<file path="src/rtl/multimode_ff_bank_if.sv">
// Bus bundle for multimode_ff_bank: control/data inputs and the registered
// state, complement, change and SR-error outputs.
interface multimode_ff_bank_if #(
    parameter int unsigned WIDTH = 8
);
    logic [1:0]       mode;
    logic [WIDTH-1:0] en;
    logic [WIDTH-1:0] a;
    logic [WIDTH-1:0] b;
    logic             sclr;
    logic             err_clr;
    logic [WIDTH-1:0] q;
    logic [WIDTH-1:0] q_b;
    logic [WIDTH-1:0] changed;
    logic             sr_err;
    logic [WIDTH-1:0] err_bits;

    modport master (
        output mode, en, a, b, sclr, err_clr,
        input  q, q_b, changed, sr_err, err_bits
    );

    modport slave (
        input  mode, en, a, b, sclr, err_clr,
        output q, q_b, changed, sr_err, err_bits
    );
endinterface

</file>
<file path="src/rtl/multimode_ff_bank.sv">
// WIDTH-bit flip-flop bank whose bits act as SR, JK, D or T flops (shared mode),
// with per-bit enables, synchronous clear, change flags and sticky SR-error capture.
module multimode_ff_bank #(
    parameter int unsigned      WIDTH      = 8,
    parameter logic [WIDTH-1:0] RESET_VAL  = '0,
    parameter int unsigned      SR_ILLEGAL = 0
) (
    input logic                clk,
    input logic                rst_n,
    multimode_ff_bank_if.slave bus
);
    typedef enum logic [1:0] {
        MODE_SR = 2'b00,
        MODE_JK = 2'b01,
        MODE_D  = 2'b10,
        MODE_T  = 2'b11
    } mode_e;

    mode_e            mode;
    logic [WIDTH-1:0] q_q, q_d;
    logic [WIDTH-1:0] changed_q, changed_d;
    logic [WIDTH-1:0] err_bits_q, err_bits_d;
    logic             sr_err_q, sr_err_d;
    logic [WIDTH-1:0] err_hit;

    assign mode = mode_e'(bus.mode);

    always_comb begin
        q_d     = q_q;
        err_hit = '0;
        if (bus.sclr) begin
            q_d = RESET_VAL;
        end else begin
            for (int i = 0; i < WIDTH; i++) begin
                if (bus.en[i]) begin
                    unique case (mode)
                        MODE_SR: begin
                            unique case ({bus.a[i], bus.b[i]})
                                2'b01:   q_d[i] = 1'b0;
                                2'b10:   q_d[i] = 1'b1;
                                2'b11: begin
                                    // Error is flagged even when the policy resolves the value.
                                    err_hit[i] = 1'b1;
                                    if (SR_ILLEGAL == 1)      q_d[i] = 1'b0;
                                    else if (SR_ILLEGAL == 2) q_d[i] = 1'b1;
                                end
                                default: q_d[i] = q_q[i];
                            endcase
                        end
                        MODE_JK: begin
                            unique case ({bus.a[i], bus.b[i]})
                                2'b01:   q_d[i] = 1'b0;
                                2'b10:   q_d[i] = 1'b1;
                                2'b11:   q_d[i] = ~q_q[i];
                                default: q_d[i] = q_q[i];
                            endcase
                        end
                        MODE_D:  q_d[i] = bus.a[i];
                        MODE_T:  q_d[i] = q_q[i] ^ bus.a[i];
                        default: q_d[i] = q_q[i];
                    endcase
                end
            end
        end
    end

    always_comb begin
        changed_d  = q_d ^ q_q;
        sr_err_d   = sr_err_q;
        err_bits_d = err_bits_q;
        // A fresh error at the same edge as err_clr replaces the old record.
        if (|err_hit) begin
            sr_err_d   = 1'b1;
            err_bits_d = bus.err_clr ? err_hit : (err_bits_q | err_hit);
        end else if (bus.err_clr) begin
            sr_err_d   = 1'b0;
            err_bits_d = '0;
        end
    end

    always_ff @(posedge clk or negedge rst_n) begin
        if (!rst_n) begin
            q_q        <= RESET_VAL;
            changed_q  <= '0;
            sr_err_q   <= 1'b0;
            err_bits_q <= '0;
        end else begin
            q_q        <= q_d;
            changed_q  <= changed_d;
            sr_err_q   <= sr_err_d;
            err_bits_q <= err_bits_d;
        end
    end

    assign bus.q        = q_q;
    assign bus.q_b      = ~q_q;
    assign bus.changed  = changed_q;
    assign bus.sr_err   = sr_err_q;
    assign bus.err_bits = err_bits_q;
endmodule

</file>
<file path="src/flat_wrapper.sv">
// flat-port wrapper written by rule: the top's interface ports become plain ports
module multimode_ff_bank_flat 
#(
    parameter int unsigned      WIDTH      = 8,
    parameter logic [WIDTH-1:0] RESET_VAL  = '0,
    parameter int unsigned      SR_ILLEGAL = 0
)
  (clk, rst_n, bus_mode, bus_en, bus_a, bus_b, bus_sclr, bus_err_clr, bus_q, bus_q_b, bus_changed, bus_sr_err, bus_err_bits);
  multimode_ff_bank_if #(.WIDTH(WIDTH)) bus_i ();
  input logic clk;
  input logic rst_n;
  input wire logic [$bits(bus_i.mode)-1:0] bus_mode;
  input wire logic [$bits(bus_i.en)-1:0] bus_en;
  input wire logic [$bits(bus_i.a)-1:0] bus_a;
  input wire logic [$bits(bus_i.b)-1:0] bus_b;
  input wire logic [$bits(bus_i.sclr)-1:0] bus_sclr;
  input wire logic [$bits(bus_i.err_clr)-1:0] bus_err_clr;
  output wire logic [$bits(bus_i.q)-1:0] bus_q;
  output wire logic [$bits(bus_i.q_b)-1:0] bus_q_b;
  output wire logic [$bits(bus_i.changed)-1:0] bus_changed;
  output wire logic [$bits(bus_i.sr_err)-1:0] bus_sr_err;
  output wire logic [$bits(bus_i.err_bits)-1:0] bus_err_bits;
  assign bus_i.mode = bus_mode;
  assign bus_i.en = bus_en;
  assign bus_i.a = bus_a;
  assign bus_i.b = bus_b;
  assign bus_i.sclr = bus_sclr;
  assign bus_i.err_clr = bus_err_clr;
  assign bus_q = bus_i.q;
  assign bus_q_b = bus_i.q_b;
  assign bus_changed = bus_i.changed;
  assign bus_sr_err = bus_i.sr_err;
  assign bus_err_bits = bus_i.err_bits;
  multimode_ff_bank #(.WIDTH(WIDTH), .RESET_VAL(RESET_VAL), .SR_ILLEGAL(SR_ILLEGAL)) u_core (.clk(clk), .rst_n(rst_n), .bus(bus_i));
endmodule
</file>
<file path="config.mk">
export PLATFORM = sky130hd
export DESIGN_NAME = multimode_ff_bank_flat
export DESIGN_NICKNAME = d
export VERILOG_FILES = /design/src/rtl/multimode_ff_bank_if.sv /design/src/rtl/multimode_ff_bank.sv /design/src/flat_wrapper.sv
export SDC_FILE = /design/constraint.sdc
export NUM_CORES = 1
export LEC_CHECK = 0
export BUFFER_PORTS_ARGS = -buffer_cell sky130_fd_sc_hd__buf_4
export CAP_MARGIN = 20
export CORE_MARGIN = 3
export CORE_UTILIZATION = 50
export CTS_CLUSTER_SIZE = 16
export DETAILED_ROUTE_END_ITERATION = 7
export PLACE_DENSITY = 0.8
export SLEW_MARGIN = 10
export SYNTH_ARGS = -nofsm -noshare
export SYNTH_HDL_FRONTEND = slang
export SYNTH_SLANG_ARGS = --single-unit
</file>
<file path="constraint.sdc">
create_clock -name clk -period 1.8 [get_ports clk]
set_input_delay 0.36 -clock clk [delete_from_list [all_inputs] [get_ports clk]]
set_output_delay 0.36 -clock clk [all_outputs]
set_load 0.05 [all_outputs]
</file>
==> results of run 1 <==
stage by stage:
stage | std cells | TNS, ns | hold slack [ns] | utilization [%]
2_1_floorplan | 195 | 0 | 0.0644 | -
3_3_place_gp | 305 | -0.0724 | 0.283 | 73.1
3_5_place_dp | 305 | -0.0972 | 0.284 | 73.1
4_1_cts | 310 | 0 | 0.272 | 74.3
5_1_grt | 310 | 0 | 0.264 | 74.3
6_report | 310 | 0 | 0.280 | 74.3
synth_stat cells (2+ instances only):
master,n,area share (%)
nand2b_1,3,1.1
nand2_1,16,3.4
nand4_1,2,0.72
or3b_2,6,3.0
o21ai_0,4,1.1
clkbuf_1,3,0.65
a211o_1,2,1.0
a21oi_1,18,5.2
dfrtp_1,25,36
o22ai_1,9,3.2
xnor2_1,6,3.0
buf_6,2,1.3
nor2_1,2,0.43
ha_1,16,11
a31oi_1,2,0.72
nand3b_1,24,10
inv_1,28,6.0
or4_1,5,2.2
nor3_1,7,2.0
power by group through the flow:
stage | logic [W] | clock network, W | registers, W
2_1_floorplan | 0.000237 | 0 | 0.000847
3_3_place_gp | 0.000662 | 0 | 0.000663
3_5_place_dp | 0.000671 | 0 | 0.000664
4_1_cts | 0.000674 | 0.000267 | 0.000654
5_1_grt | 0.000717 | 0.000293 | 0.000662
6_report | 0.000671 | 0.000260 | 0.000653
worst min-delay path by stage:
stage / cells after the start / end / slack [ns]
4_1_cts: 2 / u_core.bus.err_bits[6] / 0.27
3_5_place_dp: 1 / u_core.bus.err_bits[1] / 0.28
3_3_place_gp: 1 / u_core.bus.err_bits[1] / 0.28
5_1_grt: 2 / u_core.bus.err_bits[6] / 0.26
2_1_floorplan: 0 / u_core.bus.changed[0] / 0.06
6_report: 2 / u_core.bus.err_bits[6] / 0.28
cells by family after synthesis:
group,count (synthesis)
buffers and inverters,35
XOR/XNOR,6
flip-flops,25
adder cells (fa/ha/maj),16
AO/OA/AOI/OAI,42
AND/OR/NAND/NOR,70
multiplexers,1
flip-flops by register name, indices dropped and copies added (netlist names):
register	cells
u_core.bus.changed	8
u_core.bus.err_bits	8
u_core.bus.q	8
u_core.bus.sr_err	1
per-layer routing:
| layer | wire, µm | vias up | share of wire, % | track usage (%) |
|---|---|---|---|---|
| met2 | 2000 | 55 | 48 | 36.4 |
| met5 | 0 | - | 0 | 0 |
| met1 | 1910 | 772 | 46 | 28.3 |
| met3 | 260 | 2 | 6.2 | 2.77 |
| met4 | 20 | 0 | 0.48 | 4.66 |
| li1 | - | 830 | - | - |
final cells by class:
type	instances	share of cell area, %
Clock inverter	1	0.212
Sequential cell	25	26.5
Clock buffer	3	0.953
Tap cell	44	2.33
Inverter	28	5.40
Timing Repair Buffer	74	23.6
Multi-Input combinational cell	135	41.0
==> summary.txt, run 1 <==
Run status
  • Status: completed

Critical path
  • R2r endpoint: u_core.bus.changed[4]
  • Worst stage delay on the critical path: 0.57 ns
  • Crit path from: u_core.bus.q[4]
  • Startpoint types: flip-flop
  • Worst path top cell family by delay: simple AND/OR/NAND/NOR gates
  • Arr. time, crit path: 1.81 ns
  • CP bufs+invs: 0
  • Worst reg2reg path depth: 4
  • CP max FO: 6
  • Critical-path top delay cell: or4_1
  • WP depth: 4
  • CP Capture Point: u_core.bus.changed[4]
  • Worst path required time: 2.02 ns
  • Launching point of the worst reg2reg path: u_core.bus.q[4]
  • Worst-path cell chain: or3b_2, a21oi_1, or4_1, xnor2_1
  • Flop2flop setup slack: 0.21 ns
  • WS Path Type: reg -> reg
  • CP Capture Type: flip-flop

Yosys
  • Synthesis-stage register bit count: 25
  • Syn Area/Cell: 8.94 µm²
  • Mapped Cells: 195
  • Sequential area share after synthesis: 35.9%
  • Post-synth EDFFs: 0
  • Post-synthesis mux area share: 0.574%
  • Area of the mapped netlist: around 1700 µm²
  • Largest family of logic cells by synthesized area: simple AND/OR/NAND/NOR gates
  • Post-synth top flop: dfrtp_1
  • Ys async rst share: 100%
  • Compound-gate portion of the synthesized area: 14.8%
  • Ys Warns: 0
  • Adder-cell share of the synthesized area: 11.5%
  • Syn Nets: 241
  • Post-synthesis xor/xnor area fraction: under 10%
  • Synth cell types: 34
  • Simple-gate share of the synthesized area: 25.6%

Power
  • NetSw: between 0.0006 and 0.0007 W
  • Clk pwr share: 16.4%
  • Switching Share: about two fifths
  • Pint: 0.000938 W
  • Max rail drop VDD: between 0.0004 and 0.0005 V
  • Pwr dens: 670 nW/µm²
  • Design Power: 0.00158 W
  • Gate power share: 42.3%
  • Leakage: ~1.1 nW
  • Share of power burned in registers: 41.3%

Timing
  • Final worst path period share: 88.2%
  • Max_slew headroom: 72.0%
  • Final hold vios: 0
  • Maximum clock rate: roughly 0.63 GHz
  • Final WS setup: 0.212 ns
  • Pins Over Slew Limit: 0
  • Post-route minimum period: 1.59 ns
  • RSZ-0062 raised after global routing: false
  • Worst-Margin Slew: 0.415 ns
  • Final setup violation count: 0
  • Worst Skew: 0.00208 ns

Finish
  • Commonest non-fill, non-tap cells in the layout: 73 x buf_4, 25 x dfrtp_1, 24 x nand3b_1, 22 x inv_1, 18 x a21oi_1
  • Ant diodes: 0
  • Area delta synth->final: 35.4%
  • FF/Latch Area: ~630 µm²
  • Most common cell after layout, fill and taps aside: buf_4
  • Fill count: 255
  • Fin nets: about 310
  • Final Cell Area: 2360 µm²
  • Share of layout cells above drive strength 1: 34.2%
  • Multi-input gate area: slightly below 1000 µm²

Route
  • Initial DRC count: 97
  • DR vias: 1659
  • Vias per cell: 5.35
  • DR DRC count: 0
  • Avg WL per Cell: 13.5 µm
  • ANT nets after route: 0
  • Final WL: 4190 µm
  • Drt pass-1 iters: 4

Die
  • Die H: 65.1 µm
  • # IOs: 63
  • Starting Density: a little over half
  • Standard-cell rows: 20
  • Total die area: 4230 µm²
  • Std-Cell Core Area: 3180 µm²
  • Die Wd: 65.1 µm

Placed design
  • Final RePlAce weighted congestion: approximately 0.74
  • Placed Area: 2320 µm²
  • Port buffer count: 62
  • DP Worst Slack: -0.0972 ns
  • DP HPWL: between 3000 and 4000 µm

CTS
  • Post-CTS resize count: 0
  • CTS Buffer Depth: 2
  • H-tree depth: 1
  • Post-CTS Setup Inserts: 0
  • Clk root buf: clkbuf_4
  • CTS sink count: 25
  • TritonCTS Buffers: 3
  • CTS tree: built
  • Clock Latency Late Sink: 0.32 ns
  • Post-CTS Hold Buffers: 1
  • Clock Pin Slew Worst Setup and Hold Paths: around 0.14 ns

GRT
  • GRT overflow: 0
  • Vias in the first global route: roughly 1600
  • GRT Total Usage: between 20% and 30%
  • Pin count of the biggest net entering global routing: 26
  • Initial antenna violation count: 0
  • First-pass GRT wire length: between 7000 and 8000 µm

Worst hold path
  • Hold path start: bus_err_clr
  • Hold Crit Class: in -> reg

Run
  • Maxcap violations: 0
(Power assumes the default switching activity.)
==> run 2, diff against run 1 <==
- ABC_AREA: unset -> 1
- HOLD_SLACK_MARGIN: unset -> 0.08
- SLEW_MARGIN: 10 -> 20
==> run 2 against run 1 <==
Net effect: total power down 5.0%; cell area about the same; sequential power down 3%; register-to-register slack better by 0.34 ns; first-iteration DRC count up 9.3%; via count up 12%; highest routed layer unchanged.
==> summary.txt, run 2 <==
Critical path
  • Flop2flop setup slack: 0.55 ns (+0.34 ns)
  • Worst stage delay on the critical path: 0.45 ns (-0.12 ns)
  • R2r endpoint: u_core.bus.changed[2]
  • Worst reg2reg path depth: 9 (+5)
  • CP Capture Type: output port
  • WS Path Type: reg -> out
  • Worst path required time: 1.44 ns (-0.58 ns)
  • Arr. time, crit path: 1.12 ns (-0.69 ns)
  • CP bufs+invs: 2 (+2)
  • Launching point of the worst reg2reg path: u_core.bus.q[2]
  • Startpoint types: flip-flop
  • Worst path top cell family by delay: flip-flops
  • Critical-path top delay cell: dfrtp_1
  • Worst-path cell chain: inv_1, buf_4
  • CP max FO: 5 (-1)

Route
  • Final WL: 4300 µm (+2.7%)
  • Drt pass-1 iters: 4 (unchanged)
  • DR DRC count: 0 (unchanged)
  • DR vias: 1866 (+12%)
  • Initial DRC count: 106 (+9.3%)
  • Vias per cell: 4.92 (-8.0%)
  • ANT nets after route: 0 (unchanged)
  • Avg WL per Cell: 11.3 µm (-16%)

Timing
  • Worst Skew: 0.000282 ns (-0.00180 ns)
  • Final setup violation count: 0 (unchanged)
  • Post-route minimum period: 1.48 ns (-0.112 ns)
  • Max_slew headroom: 62.5% (-9.5 points)
  • Pins Over Slew Limit: 0 (unchanged)
  • Final hold vios: 0 (unchanged)
  • Setup tns final: 0 ns (unchanged)
  • Worst-Margin Slew: 0.563 ns (+0.147 ns)
  • Maximum clock rate: 0.678 GHz (+7.6%)
  • RSZ-0062 raised after global routing: false
  • Final worst path period share: 82.0% (-6.2 points)

Finish
  • Ant diodes: 0 (unchanged)
  • FF/Latch Area: 626 µm² (unchanged)
  • Most common cell after layout, fill and taps aside: nand2_1
  • Commonest non-fill, non-tap cells in the layout: 111 x nand2_1, 66 x buf_4, 43 x inv_1, 29 x nand3_1, 25 x dfrtp_1
  • Fill count: 339 (+33%)
  • Fin nets: 380 (+21%)
  • Multi-input gate area: 972 µm² (+0.39%)
  • Area delta synth->final: 29.5%
  • Share of layout cells above drive strength 1: 23.7% (-10 points)

GRT
  • GRT overflow: 0 (unchanged)
  • First-pass GRT wire length: 7180 µm (about the same)
  • GRT Total Usage: 20.8% (-0.32 points)
  • Initial antenna violation count: 0 (unchanged)
  • Vias in the first global route: 1614 (+1.5%)
  • Pin count of the biggest net entering global routing: 26 (unchanged)

Placed design
  • Final RePlAce weighted congestion: 0.840 (+14%)
  • Port buffer count: 62 (unchanged)
  • DP HPWL: 3320 µm (+3.0%)

Power
  • Leakage: 1.48 nW (+32%)
  • Pwr dens: 637 nW/µm² (-4.9%)
  • Max rail drop VDD: 0.000417 V (-0.61%)
  • Design Power: 0.00151 W (-5.0%)

Die
  • Standard-cell rows: 21 (+5.0%)
  • Std-Cell Core Area: 3420 µm² (+7.5%)
  • Total die area: 4410 µm² (+4.1%)
  • Die Wd: 66.4 µm (+2.0%)
  • Die H: 66.4 µm (+2.0%)
  • Starting Density: 53.4% (-1.5 points)
  • # IOs: 63 (unchanged)

Yosys
  • Mapped Cells: 269 (+38%)
  • Post-synth EDFFs: 0 (unchanged)
  • Synth area leader: dfrtp_1
  • Area share of the largest cell type after synthesis: 34.3% (-1.6 points)
  • Post-synth top flop: dfrtp_1
  • Syn Area/Cell: 6.78 µm² (-24%)
  • Ys async rst share: 100% (unchanged)
  • Synth top area cells: dfrtp_1 34%, nand2_1 23%, ha_1 11%
  • Sequential area share after synthesis: 34.3% (-1.6 points)
  • Synth top cells by count: 111 x nand2_1, 43 x inv_1, 29 x nand3_1
  • Ys Warns: 0 (unchanged)
  • Syn Nets: 315 (+31%)
  • Most common cell in the synthesized netlist: nand2_1
  • Synthesis-stage register bit count: 25 (unchanged)
  • Area of the mapped netlist: 1820 µm² (+4.5%)
  • Synth cell types: 20 (-41%)

CTS
  • H-tree depth: 1 (unchanged)
  • Clk root buf: clkbuf_4
  • CTS Buffer Depth: 2 (unchanged)
  • TritonCTS Buffers: 3 (unchanged)
  • CTS tree: built
  • Clock Pin Slew Worst Setup and Hold Paths: 0.14 ns (about the same)
  • CTS sink count: 25 (unchanged)
  • Clock Latency Late Sink: 0.31 ns (about the same)

Worst hold path
  • Hold Path Depth: 3 (+1)
  • Hold Crit Class: in -> reg
  • Worst Hold Path EP: u_core.bus.err_bits[5]
  • Hold path start: bus_en[5]

Run
  • Maxcap violations: 0 (unchanged)

Run status
  • Status: completed
## run 2: cell count changes after synthesis, moves of 5 or more
cell      previous run  this run
nand2_1             16       111
a21oi_1             18         4
inv_1               28        43
nand3b_1            24         1
xnor2_1              6         0
nand4_1              2        11
nand3_1              0        29
or4_1                5         0
nor2_1               2         7
nor3_1               7         0
o22ai_1              9         0
or3b_2               6         0
## run 2: layout make-up
class                   count  share of cell area, %
inverters                  46                   7.31
clock inverters             1                  0.212
clock buffers               3                  0.954
well taps                  46                   2.44
multi-input cells         191                   41.2
repair buffers             67                   21.4
flip-flops and latches     25                   26.5
## run 2: timing repair
item,in CTS,in global routing
gates resized for setup,0,0
buffers inserted,0,0
hold endpoints to repair,25,0
hold buffers,1,0
## run 2: metrics by stage
| step | cell area [µm²] | std cells | hold WS [ns] | worst slack [ns] | utilization (%) |
|---|---|---|---|---|---|
| after floorplan | 1820 | 269 | 0.0644 | 0.0544 | - |
| after global placement | 2320 | 374 | 0.280 | 0.283 | 68.0 |
| after detailed placement | 2320 | 374 | 0.279 | 0.238 | 68.0 |
| after CTS | 2360 | 379 | 0.338 | 0.317 | 69.1 |
| after global routing | 2360 | 379 | 0.340 | 0.260 | 69.1 |
| final | 2360 | 379 | 0.358 | 0.324 | 69.1 |
## run 2: report_power, final
| group | leakage, nW | total, W | switching [W] | internal (W) |
|---|---|---|---|---|
| clock | 0.0177 | 0.000251 | 0.000168 | 0.0000831 |
| sequential | 0.333 | 0.000635 | 0.0000300 | 0.000605 |
| combinational | 1.13 | 0.000619 | 0.000417 | 0.000202 |
## run 2: logic make-up (layout without fill, tap and decap cells)
family / after synthesis / in the layout / share of synthesized area (%)
adder cells (fa/ha/maj): 16 / 16 / 11.0
AND/OR/NAND/NOR: 165 / 165 / 38.8
flip-flops: 25 / 25 / 34.3
AO/OA/AOI/OAI: 10 / 10 / 3.57
buffers and inverters: 53 / 117 / 12.4
## run 2: worst max-delay path by stage
stage	from	to	slack [ns]	cells after the start
after floorplan	u_core.bus.q[2]	u_core.bus.changed[2]	0.05	9
after global placement	bus_mode[1]	u_core.bus.changed[1]	0.28	10
after detailed placement	bus_mode[1]	u_core.bus.changed[1]	0.24	10
after CTS	u_core.bus.q[2]	bus_q_b[2]	0.32	2
after global routing	u_core.bus.q[4]	bus_q_b[4]	0.26	2
final	u_core.bus.q[2]	bus_q_b[2]	0.32	2
## run 2: layer usage
| layer | vias to the layer above | track usage (%) | share of wire (%) |
|---|---|---|---|
| li1 | 961 | - | - |
| met1 | 834 | 28.6 | 45 |
| met2 | 67 | 34.1 | 47 |
| met3 | 4 | 2.89 | 7.1 |
| met4 | 0 | 5.58 | 0.63 |
| met5 | - | 0 | 0 |
## run 2: worst reg2reg max path, delay by kind of cell, from the launching register on
kind                   cells  cell delay [ns]
DFF                        1             0.45
AOI/OAI and AO/OA          1             0.09
buffers and inverters      1             0.14
and+or+nand+nor            7             0.52
==> run 3, diff against run 2 <==
- clock period: 1.8 -> 1.37 ns (I/O delays scaled with it)
==> run 3 against run 2 <==
Net effect: clock skew barely moved; combinational power rose by 40%; setup slack got worse by 0.29 ns; wire length rose by 0.56%; die area did not move; global-route usage rose by 0.16 points; worst hold slack got worse by 0.098 ns; sequential power rose by 32%; clock-buffer cell count did not move.
==> summary.txt, run 3 (same netlist as run 2, synthesis figures left out) <==
CTS
  • Clock Latency Late Sink: 0.32 ns (about the same)
  • CTS sink count: 25 (unchanged)
  • H-tree depth: 1 (unchanged)
  • CTS Buffer Depth: 2 (unchanged)
  • Clock Pin Slew Worst Setup and Hold Paths: 0.14 ns (about the same)
  • CTS tree: built
  • Clk root buf: clkbuf_4
  • TritonCTS Buffers: 3 (unchanged)

Timing
  • Post-route minimum period: 1.34 ns
  • Final hold vios: 0 (unchanged)
  • Worst Skew: 0.000220 ns (-0.0000615 ns)
  • Final worst path period share: a little over nine tenths
  • Maximum clock rate: 0.747 GHz
  • Pins Over Slew Limit: 0 (unchanged)
  • Final setup violation count: 0 (unchanged)
  • Final WS setup: 0.0320 ns (-0.292 ns)
  • Max_slew headroom: 78.7% (+16 points)
  • Worst-Margin Slew: 0.319 ns (-0.243 ns)

Critical path
  • WS Path Type: reg -> out
  • CP max FO: 5 (unchanged)
  • CP Capture Type: output port
  • Arr. time, crit path: 1.06 ns (-0.06 ns)
  • Worst path required time: 1.10 ns (-0.34 ns)
  • Startpoint types: flip-flop

Route
  • Initial DRC count: 105 (-0.94%)
  • Vias per cell: 4.89 (-0.66%)
  • Avg WL per Cell: 11.2 µm (-1.3%)
  • DR vias: 1888 (+1.2%)
  • Final WL: 4330 µm (+0.56%)
  • Drt pass-1 iters: 4 (unchanged)
  • ANT nets after route: 0 (unchanged)
  • DR DRC count: 0 (unchanged)

Die
  • Die H: 66.4 µm (unchanged)
  • Std-Cell Core Area: 3420 µm² (unchanged)
  • # IOs: 63 (unchanged)
  • Total die area: 4410 µm² (unchanged)
  • Die Wd: 66.4 µm (unchanged)
  • Starting Density: 53.4% (unchanged)
  • Standard-cell rows: 21 (unchanged)

GRT
  • First-pass GRT wire length: 7240 µm (+0.86%)
  • Met3 track demand over resource: 2.72% (-0.17 points)
  • Pin count of the biggest net entering global routing: 26 (unchanged)
  • GRT overflow: 0 (unchanged)
  • GRT Total Usage: 21.0% (+0.16 points)
  • Met2 GRT Util: 35.4% (+1.4 points)
  • Vias in the first global route: 1677 (+3.9%)
  • Met1 usage: 28.2% (-0.41 points)
  • Initial antenna violation count: 0 (unchanged)
  • GR peak layer: met2

Finish
  • Area delta synth->final: 36.2%
  • Share of layout cells above drive strength 1: 28.5% (+4.8 points)
  • Ant diodes: 0 (unchanged)
  • Non-Filler Instances: 386 (+1.8%)
  • Most common cell after layout, fill and taps aside: nand2_1
  • Commonest non-fill, non-tap cells in the layout: 111 x nand2_1, 65 x buf_4, 40 x inv_1, 29 x nand3_1, 17 x dfrtp_1
  • Fin nets: 387 (+1.8%)

Power
  • Share of power burned in registers: 41.2% (-1.0 points)
  • Max rail drop VDD: 0.000441 V (+5.6%)
  • Leakage: 1.51 nW (+2.3%)
  • Pwr dens: 820 nW/µm² (+29%)
  • Gate power share: 42.4% (+1.3 points)
  • Pint: 0.00121 W (+36%)
  • Design Power: 0.00204 W (+35%)
  • Clk pwr share: 16.3% (-0.4 points)
  • NetSw: 0.000826 W (+34%)
  • Switching Share: 40.6% (-0.30 points)

Run status
  • Status: completed

Worst hold path
  • Hold Crit Class: in -> reg

Run
  • Maxcap violations: 0 (unchanged)

Placed design
  • Port buffer count: 62 (unchanged)
  • Cell count after placement: 376 (+0.53%)
  • DP Worst Slack: 0.0348 ns (-0.203 ns)
  • Final RePlAce weighted congestion: 0.810 (-3.6%)
  • DP HPWL: 3280 µm (-1.0%)
run 3: per-layer routing:
metal	share of wire (%)	routed length, µm
met3	6.9	299
met5	0	0
met4	0.92	40
met1	46	1990
met2	46	1990
run 3: what timing repair did:
action                                  CTS  global route
endpoints found under the setup margin    1             6
buffers inserted                          1             4
hold buffers                              1             0
endpoints found under the hold margin    25             0
resized for setup                         0             6
pin swaps                                 0             0
run 3: power by group through the flow:
stage,Clock (W),Sequential (W),Combinational [W]
final,0.000332,0.000840,0.000864
after global placement,0,0.000857,0.000820
after CTS,0.000341,0.000842,0.000838
after floorplan,0,0.00106,0.000327
after global routing,0.000370,0.000848,0.000948
after detailed placement,0,0.000858,0.000829
run 3: final cells by class:
class                   instances  area [µm²]
multi-input cells             191         972
fillers                       307         933
flip-flops and latches         25         636
repair buffers                 74         606
inverters                      46         184
well taps                      46        57.6
clock buffers                   3        22.5
clock inverters                 1        5.00
run 3: worst paths after layout:
path                       depth (start not counted)                      to  slack, ns              start
setup reg to reg                                   9   u_core.bus.changed[2]       0.21    u_core.bus.q[2]
hold reg to reg                                    2       u_core.bus.sr_err       0.50  u_core.bus.sr_err
min in group asynchronous                          2  u_core.bus.err_bits[2]       0.38              rst_n
setup / recovery                                   2              bus_q_b[6]       0.03    u_core.bus.q[6]
max in group asynchronous                          2         u_core.bus.q[3]       0.73              rst_n
hold / removal                                     3  u_core.bus.err_bits[6]       0.26          bus_en[6]
run 3: critical path, stage by stage (launching register included):
cell        delay (ns)
dfrtp_2           0.45
clkinvlp_4        0.13
buf_6             0.16
run 3: through the flow:
| stage | instance area [µm²] | setup TNS [ns] | util, % | hold WS (ns) |
|---|---|---|---|---|
| 5_1_grt | 2480 | -0.0296 | 72.7 | 0.275 |
| 4_1_cts | 2430 | 0 | 71.1 | 0.250 |
| 3_3_place_gp | 2380 | 0 | 69.8 | 0.203 |
| 6_report | 2480 | 0 | 72.7 | 0.260 |
| 2_1_floorplan | 1840 | -0.529 | - | -0.0216 |
| 3_5_place_dp | 2380 | 0 | 69.8 | 0.195 |
